[config.mk]
export PLATFORM = sky130hd
export DESIGN_NAME = ps2_host_rx_flat
export DESIGN_NICKNAME = d
export VERILOG_FILES = /design/src/rtl/ps2_host_rx_if.sv /design/src/rtl/ps2_host_rx.sv /design/src/flat_wrapper.sv
export SDC_FILE = /design/constraint.sdc
export NUM_CORES = 1
export LEC_CHECK = 0
export ABC_CLOCK_PERIOD_IN_PS = 5850
export CAP_MARGIN = 20
export CORE_ASPECT_RATIO = 1.1
export CORE_MARGIN = 2
export CORE_UTILIZATION = 45
export CTS_BUF_LIST = sky130_fd_sc_hd__clkbuf_8
export CTS_CLUSTER_SIZE = 8
export DETAILED_ROUTE_END_ITERATION = 10
export PLACE_DENSITY_LB_ADDON = 0.3
export SKIP_LAST_GASP = 1
export SLEW_MARGIN = 20
export SYNTH_ARGS = -nofsm -noshare
export SYNTH_HDL_FRONTEND = slang
export SYNTH_SLANG_ARGS = --single-unit
export TNS_END_PERCENT = 10
[constraint.sdc]
create_clock -name clk_sys -period 5.85 [get_ports clk_sys]
set_input_delay 1.4625 -clock clk_sys [delete_from_list [all_inputs] [get_ports clk_sys]]
set_output_delay 1.4625 -clock clk_sys [all_outputs]
set_load 0.03 [all_outputs]
[src/rtl/ps2_host_rx_if.sv]
// PS/2 receiver bus: the two PS/2 lines plus the byte and key-event outputs.
// The receiver uses the slave modport; the line driver/consumer uses master.
interface ps2_host_rx_if;
  logic       ps2_clk;
  logic       ps2_data;
  logic [7:0] rx_data;
  logic       rx_valid;
  logic       parity_err;
  logic       frame_err;
  logic       busy;
  logic       key_strobe;
  logic [7:0] key_code;
  logic       key_pressed;
  logic       key_extended;

  modport master (
    output ps2_clk, ps2_data,
    input  rx_data, rx_valid, parity_err, frame_err, busy,
    input  key_strobe, key_code, key_pressed, key_extended
  );

  modport slave (
    input  ps2_clk, ps2_data,
    output rx_data, rx_valid, parity_err, frame_err, busy,
    output key_strobe, key_code, key_pressed, key_extended
  );
endinterface

[src/rtl/ps2_host_rx.sv]
// Host-side PS/2 frame receiver with clock glitch filter, stall timeout and
// an E0/F0 prefix decoder that turns scancode bytes into key events.
module ps2_host_rx #(
  parameter int unsigned FILTER  = 8,
  parameter logic [15:0] TIMEOUT = 16'd4000
) (
  input logic          clk_sys,
  input logic          reset_n,
  ps2_host_rx_if.slave bus
);

  localparam logic [1:0] S_IDLE   = 2'd0;
  localparam logic [1:0] S_DATA   = 2'd1;
  localparam logic [1:0] S_PARITY = 2'd2;
  localparam logic [1:0] S_STOP   = 2'd3;

  localparam logic [7:0] FILTER_M1 = 8'(FILTER - 1);

  logic       clk_s1_q, clk_s2_q, dat_s1_q, dat_s2_q;
  logic       filt_q, filt_d;
  logic [7:0] fcnt_q, fcnt_d;
  logic       fall;

  logic [1:0]  state_q, state_d;
  logic [2:0]  bit_cnt_q, bit_cnt_d;
  logic [7:0]  shreg_q, shreg_d;
  logic        par_q, par_d;
  logic [15:0] to_cnt_q, to_cnt_d;

  logic [7:0] rx_data_q, rx_data_d;
  logic       rx_valid_q, rx_valid_d;
  logic       perr_q, perr_d;
  logic       ferr_q, ferr_d;

  logic       rel_q, rel_d;
  logic       ext_q, ext_d;
  logic       ks_q, ks_d;
  logic [7:0] kc_q, kc_d;
  logic       kp_q, kp_d;
  logic       ke_q, ke_d;

  always_ff @(posedge clk_sys or negedge reset_n) begin
    if (!reset_n) begin
      clk_s1_q <= 1'b1;
      clk_s2_q <= 1'b1;
      dat_s1_q <= 1'b1;
      dat_s2_q <= 1'b1;
    end else begin
      clk_s1_q <= bus.ps2_clk;
      clk_s2_q <= clk_s1_q;
      dat_s1_q <= bus.ps2_data;
      dat_s2_q <= dat_s1_q;
    end
  end

  // fcnt counts consecutive samples that disagree with the filtered level.
  always_comb begin
    filt_d = filt_q;
    fcnt_d = '0;
    if (clk_s2_q != filt_q) begin
      if (fcnt_q == FILTER_M1) begin
        filt_d = clk_s2_q;
      end else begin
        fcnt_d = fcnt_q + 8'd1;
      end
    end
  end

  assign fall = filt_q & ~filt_d;

  always_comb begin
    state_d    = state_q;
    bit_cnt_d  = bit_cnt_q;
    shreg_d    = shreg_q;
    par_d      = par_q;
    rx_data_d  = rx_data_q;
    rx_valid_d = 1'b0;
    perr_d     = 1'b0;
    ferr_d     = 1'b0;
    to_cnt_d   = (state_q == S_IDLE || fall) ? '0 : to_cnt_q + 16'd1;
    if (fall) begin
      case (state_q)
        S_IDLE: begin
          if (!dat_s2_q) begin
            state_d   = S_DATA;
            bit_cnt_d = '0;
            par_d     = 1'b0;
          end
        end
        S_DATA: begin
          shreg_d   = {dat_s2_q, shreg_q[7:1]};
          par_d     = par_q ^ dat_s2_q;
          bit_cnt_d = bit_cnt_q + 3'd1;
          if (bit_cnt_q == 3'd7) state_d = S_PARITY;
        end
        S_PARITY: begin
          par_d   = par_q ^ dat_s2_q;
          state_d = S_STOP;
        end
        default: begin
          state_d = S_IDLE;
          if (!dat_s2_q) begin
            ferr_d = 1'b1;
          end else if (par_q) begin
            rx_valid_d = 1'b1;
            rx_data_d  = shreg_q;
          end else begin
            perr_d = 1'b1;
          end
        end
      endcase
    end else if (state_q != S_IDLE && to_cnt_q == TIMEOUT) begin
      ferr_d  = 1'b1;
      state_d = S_IDLE;
    end
  end

  // Prefix flags are consumed by the first non-prefix byte or dropped on any error.
  always_comb begin
    rel_d = rel_q;
    ext_d = ext_q;
    ks_d  = 1'b0;
    kc_d  = kc_q;
    kp_d  = kp_q;
    ke_d  = ke_q;
    if (perr_q || ferr_q) begin
      rel_d = 1'b0;
      ext_d = 1'b0;
    end else if (rx_valid_q) begin
      case (rx_data_q)
        8'hF0: rel_d = 1'b1;
        8'hE0: ext_d = 1'b1;
        default: begin
          ks_d  = 1'b1;
          kc_d  = rx_data_q;
          kp_d  = ~rel_q;
          ke_d  = ext_q;
          rel_d = 1'b0;
          ext_d = 1'b0;
        end
      endcase
    end
  end

  always_ff @(posedge clk_sys or negedge reset_n) begin
    if (!reset_n) begin
      filt_q     <= 1'b1;
      fcnt_q     <= '0;
      state_q    <= S_IDLE;
      bit_cnt_q  <= '0;
      shreg_q    <= '0;
      par_q      <= 1'b0;
      to_cnt_q   <= '0;
      rx_data_q  <= '0;
      rx_valid_q <= 1'b0;
      perr_q     <= 1'b0;
      ferr_q     <= 1'b0;
      rel_q      <= 1'b0;
      ext_q      <= 1'b0;
      ks_q       <= 1'b0;
      kc_q       <= '0;
      kp_q       <= 1'b0;
      ke_q       <= 1'b0;
    end else begin
      filt_q     <= filt_d;
      fcnt_q     <= fcnt_d;
      state_q    <= state_d;
      bit_cnt_q  <= bit_cnt_d;
      shreg_q    <= shreg_d;
      par_q      <= par_d;
      to_cnt_q   <= to_cnt_d;
      rx_data_q  <= rx_data_d;
      rx_valid_q <= rx_valid_d;
      perr_q     <= perr_d;
      ferr_q     <= ferr_d;
      rel_q      <= rel_d;
      ext_q      <= ext_d;
      ks_q       <= ks_d;
      kc_q       <= kc_d;
      kp_q       <= kp_d;
      ke_q       <= ke_d;
    end
  end

  assign bus.rx_data      = rx_data_q;
  assign bus.rx_valid     = rx_valid_q;
  assign bus.parity_err   = perr_q;
  assign bus.frame_err    = ferr_q;
  assign bus.busy         = (state_q != S_IDLE);
  assign bus.key_strobe   = ks_q;
  assign bus.key_code     = kc_q;
  assign bus.key_pressed  = kp_q;
  assign bus.key_extended = ke_q;

endmodule
[src/flat_wrapper.sv]
// flat-port wrapper written by rule: the top's interface ports become plain ports
module ps2_host_rx_flat 
#(
  parameter int unsigned FILTER  = 8,
  parameter logic [15:0] TIMEOUT = 16'd4000
)
  (clk_sys, reset_n, bus_ps2_clk, bus_ps2_data, bus_rx_data, bus_rx_valid, bus_parity_err, bus_frame_err, bus_busy, bus_key_strobe, bus_key_code, bus_key_pressed, bus_key_extended);
  ps2_host_rx_if bus_i ();
  input logic clk_sys;
  input logic reset_n;
  input wire logic [$bits(bus_i.ps2_clk)-1:0] bus_ps2_clk;
  input wire logic [$bits(bus_i.ps2_data)-1:0] bus_ps2_data;
  output wire logic [$bits(bus_i.rx_data)-1:0] bus_rx_data;
  output wire logic [$bits(bus_i.rx_valid)-1:0] bus_rx_valid;
  output wire logic [$bits(bus_i.parity_err)-1:0] bus_parity_err;
  output wire logic [$bits(bus_i.frame_err)-1:0] bus_frame_err;
  output wire logic [$bits(bus_i.busy)-1:0] bus_busy;
  output wire logic [$bits(bus_i.key_strobe)-1:0] bus_key_strobe;
  output wire logic [$bits(bus_i.key_code)-1:0] bus_key_code;
  output wire logic [$bits(bus_i.key_pressed)-1:0] bus_key_pressed;
  output wire logic [$bits(bus_i.key_extended)-1:0] bus_key_extended;
  assign bus_i.ps2_clk = bus_ps2_clk;
  assign bus_i.ps2_data = bus_ps2_data;
  assign bus_rx_data = bus_i.rx_data;
  assign bus_rx_valid = bus_i.rx_valid;
  assign bus_parity_err = bus_i.parity_err;
  assign bus_frame_err = bus_i.frame_err;
  assign bus_busy = bus_i.busy;
  assign bus_key_strobe = bus_i.key_strobe;
  assign bus_key_code = bus_i.key_code;
  assign bus_key_pressed = bus_i.key_pressed;
  assign bus_key_extended = bus_i.key_extended;
  ps2_host_rx #(.FILTER(FILTER), .TIMEOUT(TIMEOUT)) u_core (.clk_sys(clk_sys), .reset_n(reset_n), .bus(bus_i));
endmodule
==> results.md <==
- Vias: 1880
- Row cnt: 31
- Pin count of the biggest net entering global routing: 68
- CP bufs+invs: 3
- Mapped Area: 2974 µm²
- Initial antenna violation count: 0
- WL met3: 135 µm
- Setup TNS: 0 ns
- Sequential element share of the synthesized area: 56.58%
- CTS max path bufs: 2
- Max Cap Viol: 0
- Synth Register Bits: 67
- Yosys top cell area share: 52.17%
- Asr flop ratio synth: 100.0%
- Crit-path cells: inv_1 > ha_1 > inv_1 > clkdlybuf4s50_1
- Final Hold Slack: 0.3562 ns
- Sequential Power Share: 53.4%
- Int Power: 704.5 µW
- Startpoint types: register
- Fin crit share: 57.29%
- Syn Nets: 259
- DRT Pass-1 Iters: 4
- Ports: 27
- Fmax: 298.4 MHz
- GRT Overall Usage: 15.28%
- Final Util: 54.38%
- DR top layer: met4
- Detailed Place HPWL: 3328 µm
- Critical path's top delay family: buffers and inverters
- Clock Latency Late Sink: 0.34 ns
- Switching Power: 217.1 µW
- Vias in the first global route: 1880
- CP max stage cell: clkdlybuf4s50_1
- Synth top area cells: dfrtp_1 (52%), mux2_2 (6.4%), ha_1 (4.6%), dfstp_2 (4.4%), mux2_4 (4.0%)
- Area growth, synth to finish: 18.43%
- VDD IR-drop max: 0.1279 mV
- Number of synthesized flops with an enable pin: 0
- Post-synth top flop: dfrtp_1
- CP Class: register to output port
- Min cycle time layout: 3.352 ns
- Post-Syn Instances: 244
- Worst slew margin: 45.96%
- Drt via density: 5.137
- Arrival time at the worst endpoint: 1.89 ns
- Die height: 89.27 µm
- Slowest stage delay, CP: 0.67 ns
- Grt ovf: 0
- Clock Root Buffer: clkbuf_8
- Yosys warning count: 0
- Worst Path Required: 4.39 ns
- Worst Tran Pin Value: 0.8107 ns
- First-pass GRT wire length: 8259 µm
- Placed insts: 350
- Clock Sinks: 67
- Die width: 81.52 µm
- Sw Share: 23.55%
- Post-CTS Setup Inserts: 0
- Post-route insts no fill: 366
- CTS tree: built
- Drt first-iter violations: 82
- Clock Skews: 0.01156 ns
- Placer Congestion: 0.7580
- RSZ-0062 raised after global routing: false
- WL met1: 2337 µm
- Synth unique cells: 39
- Hold Path Origin: u_core.dat_s1_q$_DFF_PN1_
- Core Region: 6477 µm²
- Clock share of power: 41.5%
- Layout Nets: 294
- # H-tree levels: 3
- R2r startpoint: u_core.fcnt_q[5]$_DFF_PN0_
- Resize count post-CTS: 0
- Worst min-delay path category: register to register
- Status: finished, final reports clean
- Final setup fails: 0
- Initial Utilization: 45.91%
- IO buf count: 26
- Combinational power share: 5.1%
- Routed length on met2: 2251 µm
- Crit-path max FO: 6
- Final slew viol count: 0
- Register clock-pin slew on the reported worst setup and hold paths: 0.06 ns
- Die footprint: 7276 µm²
- Drt drc: 0
- Worst setup path startpoint: u_core.state_q[0]$_DFFE_PN0P_
- Ant diodes: 0
- CP Capture Type: output port
- Most used cell, CP: inv_1
- Yosys top cell by area: dfrtp_1
- Num CTS Buffers: 9
- Final Hold Fails: 0
- Mean Syn Cell Area: 12.19 µm²
- CTS Hold Bufs: 0
- Share of post-route cells with drive strength above 1: 19.01%
- Routed length per placed instance: 13.20 µm
- Antenna Nets Post-Route: 0
- Power Density: 261.6 nW/µm²
- WL final: 4833 µm
- Pleak: 0.001629 µW
synth_stat cells, types with 2 or more instances:
| library cell | number |
|---|---|
| a21oi_1 | 4 |
| and3_1 | 7 |
| xor2_1 | 10 |
| inv_1 | 11 |
| mux2_4 | 8 |
| ha_1 | 11 |
| nand4b_1 | 2 |
| mux2_2 | 17 |
| nand4_1 | 3 |
| and2_1 | 3 |
| dfrtp_1 | 62 |
| a32o_1 | 3 |
| nand3_1 | 12 |
| nand3b_1 | 2 |
| o21ai_0 | 6 |
| o22ai_1 | 2 |
| nor4_1 | 4 |
| nor4b_1 | 3 |
| nor2b_1 | 2 |
| nand2_1 | 7 |
| dfstp_2 | 5 |
| nor2_1 | 28 |
| xnor2_1 | 11 |
| nor3_1 | 6 |
final cells by class:
class	count	area (µm²)
Inverter	11	41.29
Timing Repair Buffer	28	270.3
Clock inverter	6	65.06
Clock buffer	10	137.6
Sequential cell	67	1683
Fill cell	563	2955
Multi-Input combinational cell	162	1222
Tap cell	82	102.6
metal layers:
metal  vias up  GRT usage, %
met1       926         18.75
met4         0         9.707
met3         9         4.343
li1        922             -
met5         -             0
met2        23         23.70
metrics by stage:
stage / total power, µW / worst slack (ns) / cell area [µm²]
after detailed placement: 548.5 / 2.852 / 3319
final: 921.5 / 2.498 / 3522
after floorplan: 527.6 / 3.479 / 2974
after CTS: 937.2 / 2.478 / 3522
after global placement: 547.5 / 2.918 / 3319
after global routing: 965.1 / 2.394 / 3522
power groups by stage:
stage               sequential (µW)  clock (µW)  combinational, µW
floorplan                       498           0               29.9
global placement                500           0               47.6
detailed placement              500           0               48.3
CTS                             491         397               49.0
global route                    493         417               54.9
finish                          492         382               47.4
final timing paths:
check / endpoint / slack, ns / cells past startpoint
setup / recovery: bus_busy / 2.50 / 4
hold / removal: u_core.dat_s2_q$_DFF_PN1_ / 0.36 / 0
setup reg to reg: u_core.to_cnt_q[14]$_DFF_PN0_ / 3.47 / 4
hold reg to reg: u_core.dat_s2_q$_DFF_PN1_ / 0.36 / 0
max in group asynchronous: u_core.bus.parity_err$_DFF_PN0_ / 4.02 / 2
min in group asynchronous: u_core.to_cnt_q[12]$_DFF_PN0_ / 1.27 / 2
cell families after synthesis:
group | count (synthesis) | share of synthesized area [%]
mux | 25 | 10.48
xor+xnor | 21 | 6.184
flops | 67 | 56.58
simple gates | 86 | 15.73
fa+ha+maj | 11 | 4.628
buf+inv | 15 | 2.314
compound gates | 19 | 4.081
cells in the final DEF (no fill, tap or decap), types with 2 or more instances in the layout:
cell	instances
mux2_2	17
nor2b_1	2
xnor2_1	11
nand3_1	12
xor2_1	10
clkinv_2	2
clkbuf_8	10
dfrtp_1	62
inv_1	11
clkdlybuf4s50_1	25
buf_4	2
nand3b_1	2
o22ai_1	2
and2_1	3
dfstp_2	5
a21oi_1	4
nor4b_1	3
nand4_1	3
nor2_1	28
nor3_1	6
ha_1	11
clkinv_4	2
o21ai_0	6
nor4_1	4
and3_1	7
nand2_1	7
a32o_1	3
mux2_4	8
nand4b_1	2
worst reg2reg max path: stages, from the launching register on:
cell	delay [ns]
dfrtp_1	0.42
or4_1	0.68
or3_2	0.59
nand2_1	0.44
nor2_1	0.12
flip-flops by register name, indices dropped and copies added (netlist names):
name and count:
u_core.bit_cnt_q 3, u_core.bus.frame_err 1, u_core.bus.key_code 8, u_core.bus.key_extended 1, u_core.bus.key_pressed 1, u_core.bus.key_strobe 1
u_core.bus.parity_err 1, u_core.bus.rx_data 8, u_core.bus.rx_valid 1, u_core.clk_s1_q 1, u_core.clk_s2_q 1, u_core.dat_s1_q 1
u_core.dat_s2_q 1, u_core.ext_q 1, u_core.fcnt_q 8, u_core.filt_q 1, u_core.par_q 1, u_core.rel_q 1
u_core.shreg_q 8, u_core.state_q 2, u_core.to_cnt_q 16
Power figures use the tool's default switching activity.
